## src/rtl/mem_port_arbiter.sv

```systemverilog
// mem_port_arbiter: shares one memory port between instruction fetch and data access,
// with round-robin tie-break and a per-access ack timeout.
module mem_port_arbiter #(
    parameter int AW      = 32,
    parameter int DW      = 32,
    parameter int TIMEOUT = 16
) (
    input  logic            clk,
    input  logic            reset,
    input  logic            if_req,
    input  logic [AW-1:0]   if_addr,
    output logic [DW-1:0]   if_rdata,
    output logic            if_done,
    input  logic            d_req,
    input  logic            d_we,
    input  logic [AW-1:0]   d_addr,
    input  logic [DW-1:0]   d_wdata,
    input  logic [DW/8-1:0] d_be,
    output logic [DW-1:0]   d_rdata,
    output logic            d_done,
    output logic            err,
    output logic            mem_req,
    output logic            mem_we,
    output logic [AW-1:0]   mem_addr,
    output logic [DW-1:0]   mem_wdata,
    output logic [DW/8-1:0] mem_be,
    input  logic [DW-1:0]   mem_rdata,
    input  logic            mem_ack
);
    typedef enum logic [1:0] {IDLE, GRANT, RESP} state_t;

    state_t          state_q, state_d;
    logic            owner_q, owner_d;
    logic            last_owner_q, last_owner_d;
    logic [AW-1:0]   addr_q, addr_d;
    logic            we_q, we_d;
    logic [DW-1:0]   wdata_q, wdata_d;
    logic [DW/8-1:0] be_q, be_d;
    logic [7:0]      cnt_q, cnt_d;
    logic [DW-1:0]   if_rdata_q, if_rdata_d;
    logic [DW-1:0]   d_rdata_q, d_rdata_d;
    logic            err_q, err_d;
    logic            pick_d;

    // owner encoding: 1 = data port, 0 = fetch port; a tie goes to whoever was not served last
    assign pick_d = d_req & (~if_req | ~last_owner_q);

    always_comb begin
        state_d      = state_q;
        owner_d      = owner_q;
        last_owner_d = last_owner_q;
        addr_d       = addr_q;
        we_d         = we_q;
        wdata_d      = wdata_q;
        be_d         = be_q;
        cnt_d        = cnt_q;
        if_rdata_d   = if_rdata_q;
        d_rdata_d    = d_rdata_q;
        err_d        = err_q;
        case (state_q)
            IDLE: if (if_req | d_req) begin
                state_d = GRANT;
                owner_d = pick_d;
                addr_d  = pick_d ? d_addr : if_addr;
                we_d    = pick_d & d_we;
                wdata_d = pick_d ? d_wdata : '0;
                be_d    = pick_d ? d_be : '1;
                cnt_d   = '0;
            end
            GRANT: if (mem_ack || cnt_q == 8'(TIMEOUT - 1)) begin
                state_d    = RESP;
                err_d      = ~mem_ack;
                if_rdata_d = owner_q ? if_rdata_q : (mem_ack ? mem_rdata : '0);
                d_rdata_d  = owner_q ? (mem_ack ? mem_rdata : '0) : d_rdata_q;
            end else begin
                cnt_d = cnt_q + 8'd1;
            end
            RESP: begin
                state_d      = IDLE;
                last_owner_d = owner_q;
            end
            default: state_d = IDLE;
        endcase
    end

    always_ff @(posedge clk or negedge reset) begin
        if (!reset) begin
            state_q      <= IDLE;
            owner_q      <= 1'b0;
            last_owner_q <= 1'b0;
            addr_q       <= '0;
            we_q         <= 1'b0;
            wdata_q      <= '0;
            be_q         <= '0;
            cnt_q        <= '0;
            if_rdata_q   <= '0;
            d_rdata_q    <= '0;
            err_q        <= 1'b0;
        end else begin
            state_q      <= state_d;
            owner_q      <= owner_d;
            last_owner_q <= last_owner_d;
            addr_q       <= addr_d;
            we_q         <= we_d;
            wdata_q      <= wdata_d;
            be_q         <= be_d;
            cnt_q        <= cnt_d;
            if_rdata_q   <= if_rdata_d;
            d_rdata_q    <= d_rdata_d;
            err_q        <= err_d;
        end
    end

    assign mem_req   = (state_q == GRANT);
    assign mem_we    = we_q;
    assign mem_addr  = addr_q;
    assign mem_wdata = wdata_q;
    assign mem_be    = be_q;
    assign if_done   = (state_q == RESP) & ~owner_q;
    assign d_done    = (state_q == RESP) & owner_q;
    assign if_rdata  = if_rdata_q;
    assign d_rdata   = d_rdata_q;
    assign err       = err_q;
endmodule

```

## config.mk

```make
export PLATFORM = sky130hd
export DESIGN_NAME = mem_port_arbiter
export DESIGN_NICKNAME = d
export VERILOG_FILES = /design/src/rtl/mem_port_arbiter.sv
export SDC_FILE = /design/constraint.sdc
export NUM_CORES = 1
export LEC_CHECK = 0
export ABC_AREA = 1
export CAP_MARGIN = 0
export CORE_MARGIN = 2
export CORE_UTILIZATION = 47
export CTS_BUF_LIST = sky130_fd_sc_hd__clkbuf_4
export CTS_CLUSTER_DIAMETER = 40
export CTS_CLUSTER_SIZE = 25
export DETAILED_ROUTE_END_ITERATION = 6
export PLACE_DENSITY = 0.88
export SLEW_MARGIN = 20
export SYNTH_ARGS = -nofsm -noshare
export SYNTH_HDL_FRONTEND = slang
export SYNTH_SLANG_ARGS = --single-unit
```

## constraint.sdc

```tcl
create_clock -name clk -period 3.29 [get_ports clk]
set_input_delay 0.4935 -clock clk [delete_from_list [all_inputs] [get_ports clk]]
set_output_delay 0.4935 -clock clk [all_outputs]
set_load 0.02 [all_outputs]
```

==> summary.json <==
{
  "final.hold.worst_slack_ns": 0.4744,
  "initial_cell_density_of_the_core_pct": 47.72,
  "design_power_total_mw": 8.714,
  "die-width_um": 119.5,
  "finalWirelength_um": 18310,
  "std_cell_rows": 42,
  "design.portCount": 275,
  "min-delay-start": "mem_ack",
  "clk_path_buf_depth": 2,
  "tritoncts": "yes",
  "design.final.nets": 1105,
  "timing.setup.tns_ns": 0,
  "post-synth-top-area-cell": "sky130_fd_sc_hd__dfrtp_1",
  "fp.dieH_um": 119.5,
  "total_area_of_multi_input_combinational_cells_mm2": 0.002278,
  "hold_violations": 0,
  "layout.cells.most_common": "sky130_fd_sc_hd__nand2_1",
  "synthesis.nets": 849,
  "antenna_left": 0,
  "maxClockFrequency_ghz": 0.3846,
  "synthTopCellsByArea": "sky130_fd_sc_hd__dfrtp_1 58%, sky130_fd_sc_hd__nand2_1 17%, sky130_fd_sc_hd__nand4_1 6.5%",
  "timing.clock.skew_ns": 0.01450,
  "start_of_the_worst_register_to_register_path": "state_q[1]",
  "final_layout_size_suffix_gt1_share_pct": 6.442,
  "cap_viol_max_count": 0,
  "syn-cell-area_mm2": 0.006270,
  "sequential_element_share_of_the_synthesized_area_pct": 58.27,
  "final.period_utilization_pct": 79.04,
  "syn_area_per_cell_um2": 8.831,
  "cells_after_synth": 710,
  "layout.cells.most_common_list": "284 x sky130_fd_sc_hd__nand2_1, 272 x sky130_fd_sc_hd__clkdlybuf4s50_1, 146 x sky130_fd_sc_hd__dfrtp_1, 65 x sky130_fd_sc_hd__nand4_1, 63 x sky130_fd_sc_hd__o21ai_0",
  "gp_routability_congestion": 0.9115,
  "power.density_mw_per_mm2": 934.5,
  "grt.total_usage_pct": 26.39,
  "start_kind": "register",
  "timing.max_slew.rel_slack_pct": 52.80,
  "static-leakage-power_nw": 4.363,
  "report.final.slew_viol_count": 0,
  "avgViaCountPerCell": 5.171,
  "rsz0062_at_grt": "no",
  "detail_route.wl_per_cell_um": 15.85,
  "final.min_clock_period_ns": 2.600,
  "grt_overflow": 0,
  "via_count": 5973,
  "clock_insertion_delay_worst_skew_ns": 0.53,
  "via_count_of_the_first_global_routing_pass": 5749,
  "crit_fanout": 4,
  "clkTransAtPathRegs_ns": 0.12,
  "htree_num_levels": 4,
  "yosys.area.top_type_share_pct": 58.27,
  "synth.ff_latch_count": 146,
  "n_fill_cell": 957,
  "timing.critical_path.from": "state_q[0]",
  "grt_pass1_wl_um": 29300,
  "post-route-drc-count": 0,
  "port_buffers": 274,
  "first_pass_iters": 6,
  "ir_worst_vdd_mv": 0.4673,
  "crit_required_ns": 2.80,
  "critPathCaptureType": "output pin",
  "number_of_buffers_created_by_cts": 17,
  "clock_sinks": 146,
  "min-delay-path-class": "input port to register",
  "outcome": "finished, final reports clean",
  "register_area_mm2": 0.003654,
  "place_hpwl_um": 12940,
  "worst_ep_arrival_time_ns": 2.11,
  "detailedRoute.firstIterationViolations": 497,
  "transition_time_at_the_pin_with_the_least_slew_margin_ns": 0.7080,
  "pin_count_of_the_biggest_net_entering_global_routing": 71,
  "flow.area_growth_from_synthesis_pct": 48.73,
  "yosysUniqueCellTypes": 26,
  "setup-violations-final": 0,
  "die-area_mm2": 0.01428,
  "yosysWarningCount": 0,
  "path_class": "register to output pin",
  "fp.coreArea_mm2": 0.01314,
  "cts_root_buf": "sky130_fd_sc_hd__clkbuf_4",
  "grt_antenna_before_repair": 1
}
[worst max-delay path: stages (launching register included)]
cell                              delay [ns]
sky130_fd_sc_hd__dfrtp_1                0.40
sky130_fd_sc_hd__inv_1                  0.11
sky130_fd_sc_hd__nand2_1                0.12
sky130_fd_sc_hd__nor2_1                 0.28
sky130_fd_sc_hd__clkdlybuf4s50_1        0.67
[where the power goes]
part / total (mW) / internal [mW] / switching [mW]
combinational: 4.56 / 1.95 / 2.62
clock: 1.10 / 0.456 / 0.639
sequential: 3.05 / 2.59 / 0.461
[layout make-up]
type | instances | share of cell area, %
clock buffers | 18 | 1.449
inverters | 14 | 0.5635
clock inverters | 13 | 1.436
well taps | 176 | 2.361
flip-flops and latches | 146 | 39.18
multi-input cells | 502 | 24.43
repair buffers | 285 | 30.55
diodes | 1 | 0.02683
[per-stage QoR]
| step | util, % | instances | worst slack [ns] | instance area, um^2 |
|---|---|---|---|---|
| floorplan | - | 710 | 1.587 | 6270 |
| global placement | 68.84 | 1122 | 1.173 | 9044 |
| detailed placement | 68.84 | 1122 | 1.137 | 9044 |
| CTS | 70.96 | 1154 | 0.6470 | 9323 |
| global route | 70.98 | 1155 | 0.5269 | 9325 |
| finish | 70.98 | 1155 | 0.6896 | 9325 |
[synthesized netlist by cell type]
library cell                 n
sky130_fd_sc_hd__nand3_2     2
sky130_fd_sc_hd__inv_2       1
sky130_fd_sc_hd__o22a_1      4
sky130_fd_sc_hd__nand3_1    12
sky130_fd_sc_hd__ha_1        1
sky130_fd_sc_hd__xor2_1      1
sky130_fd_sc_hd__o21ai_1     4
sky130_fd_sc_hd__nor2_1     46
sky130_fd_sc_hd__o21ai_0    63
sky130_fd_sc_hd__nand2_4     1
sky130_fd_sc_hd__o21a_1      1
sky130_fd_sc_hd__nand3_4     2
sky130_fd_sc_hd__nand2_2    12
sky130_fd_sc_hd__nor3b_1     2
sky130_fd_sc_hd__nand4_1    65
sky130_fd_sc_hd__buf_6       7
sky130_fd_sc_hd__buf_2      15
sky130_fd_sc_hd__buf_4       9
sky130_fd_sc_hd__nor2_2      1
sky130_fd_sc_hd__clkinv_1    1
sky130_fd_sc_hd__dfrtp_1   146
sky130_fd_sc_hd__buf_1       1
sky130_fd_sc_hd__nand2_1   284
sky130_fd_sc_hd__inv_1      12
sky130_fd_sc_hd__nor2_4      1
sky130_fd_sc_hd__clkbuf_1   16
[state kept, by name (all words and copies together) (netlist names)]
register	count
mem_wdata	32
d_rdata	32
state_q	2
owner_q	1
mem_addr	32
if_rdata	32
err	1
mem_we	1
cnt_q	8
mem_be	4
last_owner_q	1
[kinds of logic (layout without fill, tap and decap cells)]
logic type | Yosys count | count (layout) | synth area share, %
simple gates | 428 | 428 | 29.97
flops | 146 | 146 | 58.27
compound gates | 72 | 72 | 6.027
buf+inv | 62 | 330 | 5.388
fa+ha+maj | 1 | 1 | 0.1995
xor+xnor | 1 | 1 | 0.1397
other cells | 0 | 1 | 0
[routing by layer]
metal | wire length [um] | vias to the layer above | share of wire (%) | GRT usage, %
li1 | - | 2844 | - | -
met1 | 7098 | 2808 | 39 | 32.65
met2 | 8965 | 286 | 49 | 43.21
met3 | 1686 | 35 | 9.2 | 8.175
met4 | 560 | 0 | 3.1 | 10.66
met5 | 0 | - | 0 | 0
[final timing paths]
path / to / slack (ns) / cells past startpoint
worst max-delay path: d_done / 0.69 / 4
worst min-delay path: if_rdata[12] / 0.47 / 3
worst max register to register: if_rdata[31] / 1.25 / 5
worst min register to register: d_rdata[31] / 0.48 / 2
max in group asynchronous: if_rdata[30] / 2.01 / 3
min in group asynchronous: if_rdata[1] / 0.50 / 2
[what timing repair did]
item	in CTS	in global routing
hold buffers	1	0
endpoints found under the hold margin	65	0
gates resized for setup	0	0
setup buffers	0	0
Note: power is estimated with default switching activity, not from simulation.
